===== src/rtl/led_pkg.sv =====
// Shared definitions for the LED pattern sequencer: mode and direction
// encodings, LED bus constants and small pattern helpers.
package led_pkg;

    typedef enum logic [1:0] {
        MODE_ROT_L  = 2'd0,
        MODE_ROT_R  = 2'd1,
        MODE_BOUNCE = 2'd2,
        MODE_BLINK  = 2'd3
    } mode_e;

    typedef enum logic {
        DIR_FWD = 1'b0,
        DIR_REV = 1'b1
    } dir_e;

    // LED bus is active-low: a 0 bit is a lit LED.
    localparam logic [3:0] LED_START   = 4'b1110;
    localparam logic [3:0] LED_LAST    = 4'b0111;
    localparam logic [3:0] LED_ALL_ON  = 4'b0000;
    localparam logic [3:0] LED_ALL_OFF = 4'b1111;

    localparam logic [1:0] SPEED_MAX = 2'd3;

    // Lit LED moves towards bit 3.
    function automatic logic [3:0] rot_l(input logic [3:0] v);
        return {v[2:0], v[3]};
    endfunction

    // Lit LED moves towards bit 0.
    function automatic logic [3:0] rot_r(input logic [3:0] v);
        return {v[0], v[3:1]};
    endfunction

    // Pattern order wraps from BLINK back to ROT_L.
    function automatic mode_e mode_after(input mode_e m);
        mode_e n;
        unique case (m)
            MODE_ROT_L:  n = MODE_ROT_R;
            MODE_ROT_R:  n = MODE_BOUNCE;
            MODE_BOUNCE: n = MODE_BLINK;
            default:     n = MODE_ROT_L;
        endcase
        return n;
    endfunction

endpackage


===== src/rtl/led_step_gen.sv =====
// Step prescaler: counts clocks and fires a one-cycle step request each
// time the count reaches the period selected by the speed level.
module led_step_gen
    import led_pkg::*;
#(
    parameter int TICK_DIV = 25_000_000
) (
    input  logic       clk,
    input  logic       rst,
    input  logic [1:0] speed_i,
    input  logic       hold_i,
    input  logic       clear_i,
    output logic       step_o
);

    localparam int CNT_W = (TICK_DIV > 2) ? $clog2(TICK_DIV) : 1;

    if ((TICK_DIV < 8) || ((TICK_DIV % 8) != 0)) begin : g_bad_div
        $error("led_step_gen: TICK_DIV must be a multiple of 8 and at least 8");
    end

    logic [CNT_W-1:0] cnt_q;
    logic [CNT_W-1:0] cnt_d;
    logic [CNT_W-1:0] period_m1;
    logic             at_end;

    // Terminal count for the current speed: P = TICK_DIV >> speed, minus one.
    always_comb begin
        unique case (speed_i)
            2'd0:    period_m1 = CNT_W'(TICK_DIV - 1);
            2'd1:    period_m1 = CNT_W'((TICK_DIV / 2) - 1);
            2'd2:    period_m1 = CNT_W'((TICK_DIV / 4) - 1);
            default: period_m1 = CNT_W'((TICK_DIV / 8) - 1);
        endcase
    end

    // >= rather than == so a jump to a faster speed cannot overrun the
    // shorter period when the count is already past its new end.
    assign at_end = (cnt_q >= period_m1);

    // Next count and step request; clear beats hold, hold beats counting.
    always_comb begin
        cnt_d  = cnt_q;
        step_o = 1'b0;
        if (clear_i) begin
            cnt_d = '0;
        end else if (!hold_i) begin
            if (at_end) begin
                cnt_d  = '0;
                step_o = 1'b1;
            end else begin
                cnt_d = cnt_q + 1'b1;
            end
        end
    end

    // Prescaler count register.
    always_ff @(posedge clk) begin
        if (rst) begin
            cnt_q <= '0;
        end else begin
            cnt_q <= cnt_d;
        end
    end

endmodule


===== src/rtl/led_pattern_ctrl.sv =====
// LED pattern sequencer: tracks pattern mode, speed level and pause state
// from key pulses and steps the active-low 4-LED bus on prescaler strobes.
module led_pattern_ctrl
    import led_pkg::*;
#(
    parameter int TICK_DIV = 25_000_000
) (
    input  logic       clk,
    input  logic       rst,
    input  logic       mode_next,
    input  logic       speed_up,
    input  logic       speed_down,
    input  logic       pause,
    output logic [3:0] led,
    output logic [1:0] mode,
    output logic [1:0] speed,
    output logic       paused,
    output logic       step
);

    mode_e      mode_q,   mode_d;
    dir_e       dir_q,    dir_d;
    logic [3:0] led_q,    led_d;
    logic [1:0] speed_q,  speed_d;
    logic       paused_q, paused_d;
    logic       step_q,   step_d;
    logic       step_fire;

    // The prescaler sees the pause state being entered this cycle, so a
    // pause pulse coinciding with a step suppresses it and a resume pulse
    // lets it through.
    assign paused_d = paused_q ^ pause;

    led_step_gen #(
        .TICK_DIV (TICK_DIV)
    ) u_step_gen (
        .clk     (clk),
        .rst     (rst),
        .speed_i (speed_q),
        .hold_i  (paused_d),
        .clear_i (mode_next),
        .step_o  (step_fire)
    );

    // Next-state for mode, speed, direction, LED pattern and step strobe.
    always_comb begin
        mode_d  = mode_q;
        speed_d = speed_q;
        dir_d   = dir_q;
        led_d   = led_q;
        step_d  = 1'b0;

        // Opposing speed pulses in one cycle cancel out.
        if (speed_up && !speed_down) begin
            if (speed_q != SPEED_MAX) begin
                speed_d = speed_q + 2'd1;
            end
        end else if (speed_down && !speed_up) begin
            if (speed_q != 2'd0) begin
                speed_d = speed_q - 2'd1;
            end
        end

        // A mode change reloads the pattern and wins over a coincident step.
        if (mode_next) begin
            mode_d = mode_after(mode_q);
            dir_d  = DIR_FWD;
            led_d  = (mode_d == MODE_BLINK) ? LED_ALL_ON : LED_START;
        end else if (step_fire) begin
            step_d = 1'b1;
            unique case (mode_q)
                MODE_ROT_L: led_d = rot_l(led_q);
                MODE_ROT_R: led_d = rot_r(led_q);
                MODE_BOUNCE: begin
                    // Turn around on the end values so each is shown once.
                    if (led_q == LED_LAST) begin
                        led_d = rot_r(led_q);
                        dir_d = DIR_REV;
                    end else if (led_q == LED_START) begin
                        led_d = rot_l(led_q);
                        dir_d = DIR_FWD;
                    end else if (dir_q == DIR_FWD) begin
                        led_d = rot_l(led_q);
                    end else begin
                        led_d = rot_r(led_q);
                    end
                end
                default: begin
                    // BLINK only ever holds all-on or all-off.
                    led_d = (led_q == LED_ALL_ON) ? LED_ALL_OFF : LED_ALL_ON;
                end
            endcase
        end
    end

    // State and output registers.
    always_ff @(posedge clk) begin
        if (rst) begin
            mode_q   <= MODE_ROT_L;
            dir_q    <= DIR_FWD;
            led_q    <= LED_START;
            speed_q  <= 2'd0;
            paused_q <= 1'b0;
            step_q   <= 1'b0;
        end else begin
            mode_q   <= mode_d;
            dir_q    <= dir_d;
            led_q    <= led_d;
            speed_q  <= speed_d;
            paused_q <= paused_d;
            step_q   <= step_d;
        end
    end

    assign led    = led_q;
    assign mode   = mode_q;
    assign speed  = speed_q;
    assign paused = paused_q;
    assign step   = step_q;

endmodule


===== config.mk =====
export PLATFORM = sky130hd
export DESIGN_NAME = led_pattern_ctrl
export DESIGN_NICKNAME = d
export VERILOG_FILES = /design/src/rtl/led_pkg.sv /design/src/rtl/led_step_gen.sv /design/src/rtl/led_pattern_ctrl.sv
export SDC_FILE = /design/constraint.sdc
export NUM_CORES = 1
export LEC_CHECK = 0
export BUFFER_PORTS_ARGS = -buffer_cell sky130_fd_sc_hd__buf_2
export CAP_MARGIN = 5
export CORE_ASPECT_RATIO = 1.5
export CORE_UTILIZATION = 50
export CTS_CLUSTER_SIZE = 24
export DETAILED_ROUTE_END_ITERATION = 6
export HOLD_SLACK_MARGIN = 0.02
export PLACE_DENSITY_LB_ADDON = 0.25
export SETUP_SLACK_MARGIN = 0.15
export SLEW_MARGIN = 20
export SYNTH_ARGS = -nofsm -noshare
export SYNTH_HDL_FRONTEND = slang
export SYNTH_SLANG_ARGS = --single-unit

===== constraint.sdc =====
create_clock -name clk -period 3 [get_ports clk]
set_input_delay 0.45 -clock clk [delete_from_list [all_inputs] [get_ports clk]]
set_output_delay 0.45 -clock clk [all_outputs]
set_load 0.02 [all_outputs]

; After elaboration in Yosys (flattened, before gate mapping)
; Index checks and enable logic that the tools add are counted.
[op_classes]
n_bitwise = 1
reduce_logical = 15
n_eq_ne = 9
mux = 22
n_addsub = 3
n_lt_le_gt_ge = 1
[ops]
columns = cell, count
row1 = $pmux W25 S3, 1
row2 = $mux W4, 7
row3 = $add A25 B1 Y25 const B, 1
row4 = $ge A25 B25 Y1, 1
row5 = $mux W25, 1
row6 = $pmux W4 S3, 1
row7 = $mux W2, 5
row8 = $reduce_bool A2 Y1, 5
row9 = $eq A2 B2 Y1 const B, 3
row10 = $mux W1, 6
row11 = $pmux W2 S3, 1
row12 = $reduce_and A3 Y1, 2
row13 = $eq A2 B1 Y1 const B, 2
row14 = $eq A4 B3 Y1 const B, 1
row15 = $eq A4 B4 Y1 const B, 1
row16 = $logic_not A2 Y1, 2
row17 = $logic_not A4 Y1, 1
row18 = $add A2 B1 Y2 const B, 1
row19 = $logic_and A1 B1 Y1, 2
row20 = $logic_not A1 Y1, 2
row21 = $ne A2 B1 Y1 const B, 1
row22 = $ne A2 B2 Y1 const B, 1
row23 = $reduce_or A2 Y1, 1
row24 = $sub A2 B1 Y2 const B, 1
row25 = $xor A1 B1 Y1, 1
[word_totals]
regBits = 36

; Logic depth before layout (Yosys ltp)
[depth]
word_depth = 8
mapped_depth = 10
ltp_nobuf = 9

; Hierarchy
; A second synthesis with hierarchy kept.
[unflattened]
cells_unflattened = 289
hier_area_um2 = 2341.0
[modules_own_cells]
columns = module, cells_per_inst, seq_area_each_um2, n_inst, area_per_inst_um2
row1 = led_step_gen, 202, 500.5, 1, 1639.1
row2 = led_pattern_ctrl, 87, 220.2, 1, 701.9

; Worst setup path before layout
; No wires, ideal clock.
[synth_path]
path_type = reg-to-reg
from = reg speed_q[0], in the netlist speed[0]
to = reg led_q[2], in the netlist led[2]
stages_incl_launch_ff = 9
t_arrival_ns = 2.423
slack_ns = 0.515
synth_period_minus_slack_ns = 2.485
setup_time_ns = 0.062
cell_sequence = dfxtp_1 > inv_1 > ha_1 > ha_1 > nand4_1 > or3_4 > a211o_2 > o31a_2 > nand3_1
[synth_between]
elab_chain_len = 7
elab_cells_between_ends = 9
[synth_lines]
columns = item, line_no
row1 = start: declaration, led_pattern_ctrl.sv:24  ; logic [1:0] speed_q, speed_d;
row2 = start signal: assignment, led_pattern_ctrl.sv:109  ; speed_q <= speed_d;
row3 = $eq A2 B2 Y1 (tied with other cells), led_step_gen.sv:29  ; unique case (speed_i)
row4 = $pmux W25 S3 (*), led_step_gen.sv:29
row5 = $ge A25 B25 Y1 (*), led_step_gen.sv:39  ; assign at_end = (cnt_q >= period_m1);
row6 = $mux W1 (*), led_step_gen.sv:48  ; if (at_end) begin
row7 = $mux W1 (*), led_step_gen.sv:47  ; end else if (!hold_i) begin
row8 = $mux W1 (*), led_step_gen.sv:45  ; if (clear_i) begin
row9 = $reduce_bool A2 Y1 (no source line) (*), -
row10 = end signal: assignment, led_pattern_ctrl.sv:108  ; led_q <= led_d;
row11 = end: declaration, led_pattern_ctrl.sv:23  ; logic [3:0] led_q, led_d;
; Mark *: on every way between the ends. The rest lies on a longest branch, timed or not.
; A chain may end at the register's enable or synchronous reset.

; Worst setup path in the final report
[layout_path]
from = reg speed_q[0], in the netlist speed[0]
to = reg u_step_gen.cnt_q[7]
[layout_between]
elab_chain_len = 4
elab_cells_between_ends = 6
[layout_lines]
columns = item, line_no
row1 = $eq A2 B2 Y1 (tied with other cells), led_step_gen.sv:29
row2 = $pmux W25 S3 (*), led_step_gen.sv:29
row3 = $ge A25 B25 Y1 (*), led_step_gen.sv:39
row4 = $mux W25 (*), led_step_gen.sv:48
row5 = end signal: assignment, led_step_gen.sv:62  ; cnt_q <= cnt_d;
row6 = end: declaration, led_step_gen.sv:22  ; logic [CNT_W-1:0] cnt_q;
; Marked as above.

==> qor.yml <==
cts:
  clk_latency_ns: 0.29
  clock_sinks: 36
  cts.htree.levels: 2
  clkTransAtPathRegs_ns: 0.07
  postCtsHoldBufs: 0
  root_buffer: "clkbuf_8"
  cts_tree: "yes"
  cts_made_buffers: 5
  cts_max_path_buffers: 2
  cts_setup_buffers: 0
worst_setup_path:
  rr_startpoint: "speed[0]"
  critPathCaptureType: "register"
  crit_path_start_kind: "register"
  critPathKind: "reg -> reg"
  reg2reg_depth: 9
  rrSetupSlack_ns: 0.27
  crit_end: "u_step_gen.cnt_q[7]"
  cp_data_required_time_ns: 3.22
  rr_endpoint: "u_step_gen.cnt_q[7]"
  critPathMaxFanout: 12
  arrival_ns: 2.95
  crit_start: "speed[0]"
synthesis:
  syn_nets: 321
  synthArstFlopShare_pct: 0
  yosys.area_share.xor_xnor_pct: 9.939
  synth_mux_area_share_pct: 1.673
  syn_area_mm2: 0.002467
  synth_seq_area_share_pct: 29.21
  synth-edff-count: 0
  synthAdderAreaFrac_pct: 15.21
  synthCells: 285
  yosys_warnings: 0
  synth_compound_area_share_pct: 14.05
  synth-seq-cells: 36
  syn_area_per_cell_um2: 8.657
  ys.flop_type: "dfxtp_1"
  ys_types: 52
  synthSimpleGateAreaFrac_pct: 24.39
  synth_top_family_by_area: "simple AND/OR/NAND/NOR gates"
floorplan:
  start_util_pct: 53.44
  die_h_um: 88.04
  coreArea_mm2: 0.004617
  die_x_um: 59.36
  die_area_mm2: 0.005225
  placementRows: 30
  ios: 16
power_and_ir_drop:
  p_sw_share_pct: 31.79
  power.share.clock_pct: 31.2
  pwr-share-comb_pct: 22.0
  pwr_density_cell_mw_per_mm2: 411.8
  vdd_ir_drop_max_v: 0.0002274
  p_seq_share_pct: 46.8
  leakage_nw: 1.040
  p_sw_w: 0.0003492
  p_int_w: 0.0007493
placed_design:
  dp_cells: 355
  hpwlAfterDp_um: 3910
  gp_congestion: 0.8724
  io_buffers: 15
final_layout:
  final_common_cell: "nor2_1"
  final_cell_mix: "nor2_1, dfxtp_1, ha_1"
  fin_nets: 335
  diodes: 0
  layoutNonFillerInstCount: 364
  drive_above_1_share_pct: 12.67
  syn_to_final_growth_pct: 8.114
drt:
  wl_um: 5427
  drtAntennaViolNets: 0
  drc: 0
  dr.pass1.iters: 4
  drtIter0Drc: 109
  viasPerCell: 5.786
  wire_per_inst_um: 14.91
  vias: 2106
sta:
  skew_ns: 0.003659
  final_hold_viol_count: 0
  setup_viol: 0
  finalMaxSlewViolations: 0
  fin_crit_ns: 2.729
  period_share_pct: 90.95
  tightest_slew_ns: 0.5165
  tns_ns: 0
  rsz0062_at_grt: "yes"
  slew_headroom_pct: 65.47
  whs_ns: 0.4757
  max_freq_mhz: 366.5
global_route:
  grt_pass1_vias: 1922
  antenna_found_initial: 0
  grt_pass1_wl_um: 8521
  grt_remaining_overflow: 0
  track_usage_pct: 21.88
  grt_max_degree: 26
min_path:
  hp-class: "in -> reg"
run_status:
  status: "complete, no violations"
job:
  maxCapViolations: 0
[metrics by stage]
stage          worst slack (ns)  util, %  total power, W  area (um2)
6_report                 0.2714    57.78        0.001099        2668
5_1_grt                  0.1068    57.78        0.001165        2668
4_1_cts                  0.3194    57.29        0.001110        2645
3_5_place_dp             0.3403    55.39       0.0007624        2557
3_3_place_gp             0.3634    55.39       0.0007620        2557
2_1_floorplan            0.5151        -       0.0007016        2467
[cell type report]
class | instances | area, um2
fillers | 435 | 1949
multi-input cells | 223 | 1633
flip-flops and latches | 36 | 720.7
repair buffers | 16 | 82.58
well taps | 64 | 80.08
clock buffers | 5 | 68.82
inverters | 17 | 63.81
clock inverters | 3 | 18.77
[Yosys cell counts (3+ instances only)]
cell type / count / share of area (%)
o21ai_0: 6 / 1.2
a21oi_1: 4 / 0.81
nor3_1: 13 / 2.6
mux2i_1: 3 / 1.2
and4_1: 4 / 1.4
dfxtp_1: 36 / 29
a31oi_1: 7 / 1.8
inv_1: 17 / 2.6
xor2_1: 11 / 3.9
a211oi_1: 4 / 1.2
nor2_1: 39 / 5.9
and2_1: 3 / 0.76
xnor2_1: 17 / 6.0
nand2_1: 13 / 2.0
ha_1: 30 / 15
nor4_1: 5 / 1.3
nand3_1: 10 / 2.0
nand4_1: 12 / 3.0
nor2b_1: 3 / 0.76
and3_1: 4 / 1.0
buf_6: 3 / 1.4
[cell families after synthesis]
group	Yosys count
AOI/OAI and AO/OA	45
adders and majority gates	30
DFF	36
buffers and inverters	27
xor gates and xnor gates	28
and+or+nand+nor	115
muxes	4
[flip-flops by register name (all words and copies together), names as in the netlist]
name              count
led                   4
u_step_gen.cnt_q     25
paused                1
mode                  2
dir_q                 1
step                  1
speed                 2
[layer usage]
layer / global-route usage (%) / share of wire (%)
met1: 22.41 / 41
met2: 40.04 / 53
met3: 4.727 / 3.5
met4: 11.90 / 2.5
met5: 0 / 0
[power by group through the flow]
stage / Sequential, W / Clock [W] / Combinational, W
finish: 0.000514 / 0.000342 / 0.000242
global route: 0.000517 / 0.000378 / 0.000270
CTS: 0.000514 / 0.000356 / 0.000240
detailed placement: 0.000525 / 0 / 0.000237
global placement: 0.000525 / 0 / 0.000237
floorplan: 0.000533 / 0 / 0.000169
[repair_timing]
action	in CTS	in global routing
setup endpoints to repair	0	6
hold endpoints to repair	0	0
gates resized for setup	0	2
[how the worst min path moves through the flow]
stage / startpoint / to / slack [ns] / cells after the start
3_3_place_gp: u_step_gen.cnt_q[24] / u_step_gen.cnt_q[24] / 0.51 / 2
3_5_place_dp: u_step_gen.cnt_q[24] / u_step_gen.cnt_q[24] / 0.52 / 2
4_1_cts: rst / mode[1] / 0.46 / 2
6_report: rst / mode[1] / 0.48 / 2
2_1_floorplan: u_step_gen.cnt_q[24] / u_step_gen.cnt_q[24] / 0.49 / 2
5_1_grt: rst / mode[1] / 0.47 / 2
[worst max-delay path, cell delays in order, from the launching register on]
cell and delay (ns):
dfxtp_1 0.49, inv_1 0.15, ha_1 0.30, inv_1 0.11
ha_1 0.22, and4bb_2 0.24, a221oi_2 0.30, a211o_2 0.27
nand4_2 0.38, nor2_1 0.20
Power figures use the tool's default switching activity.
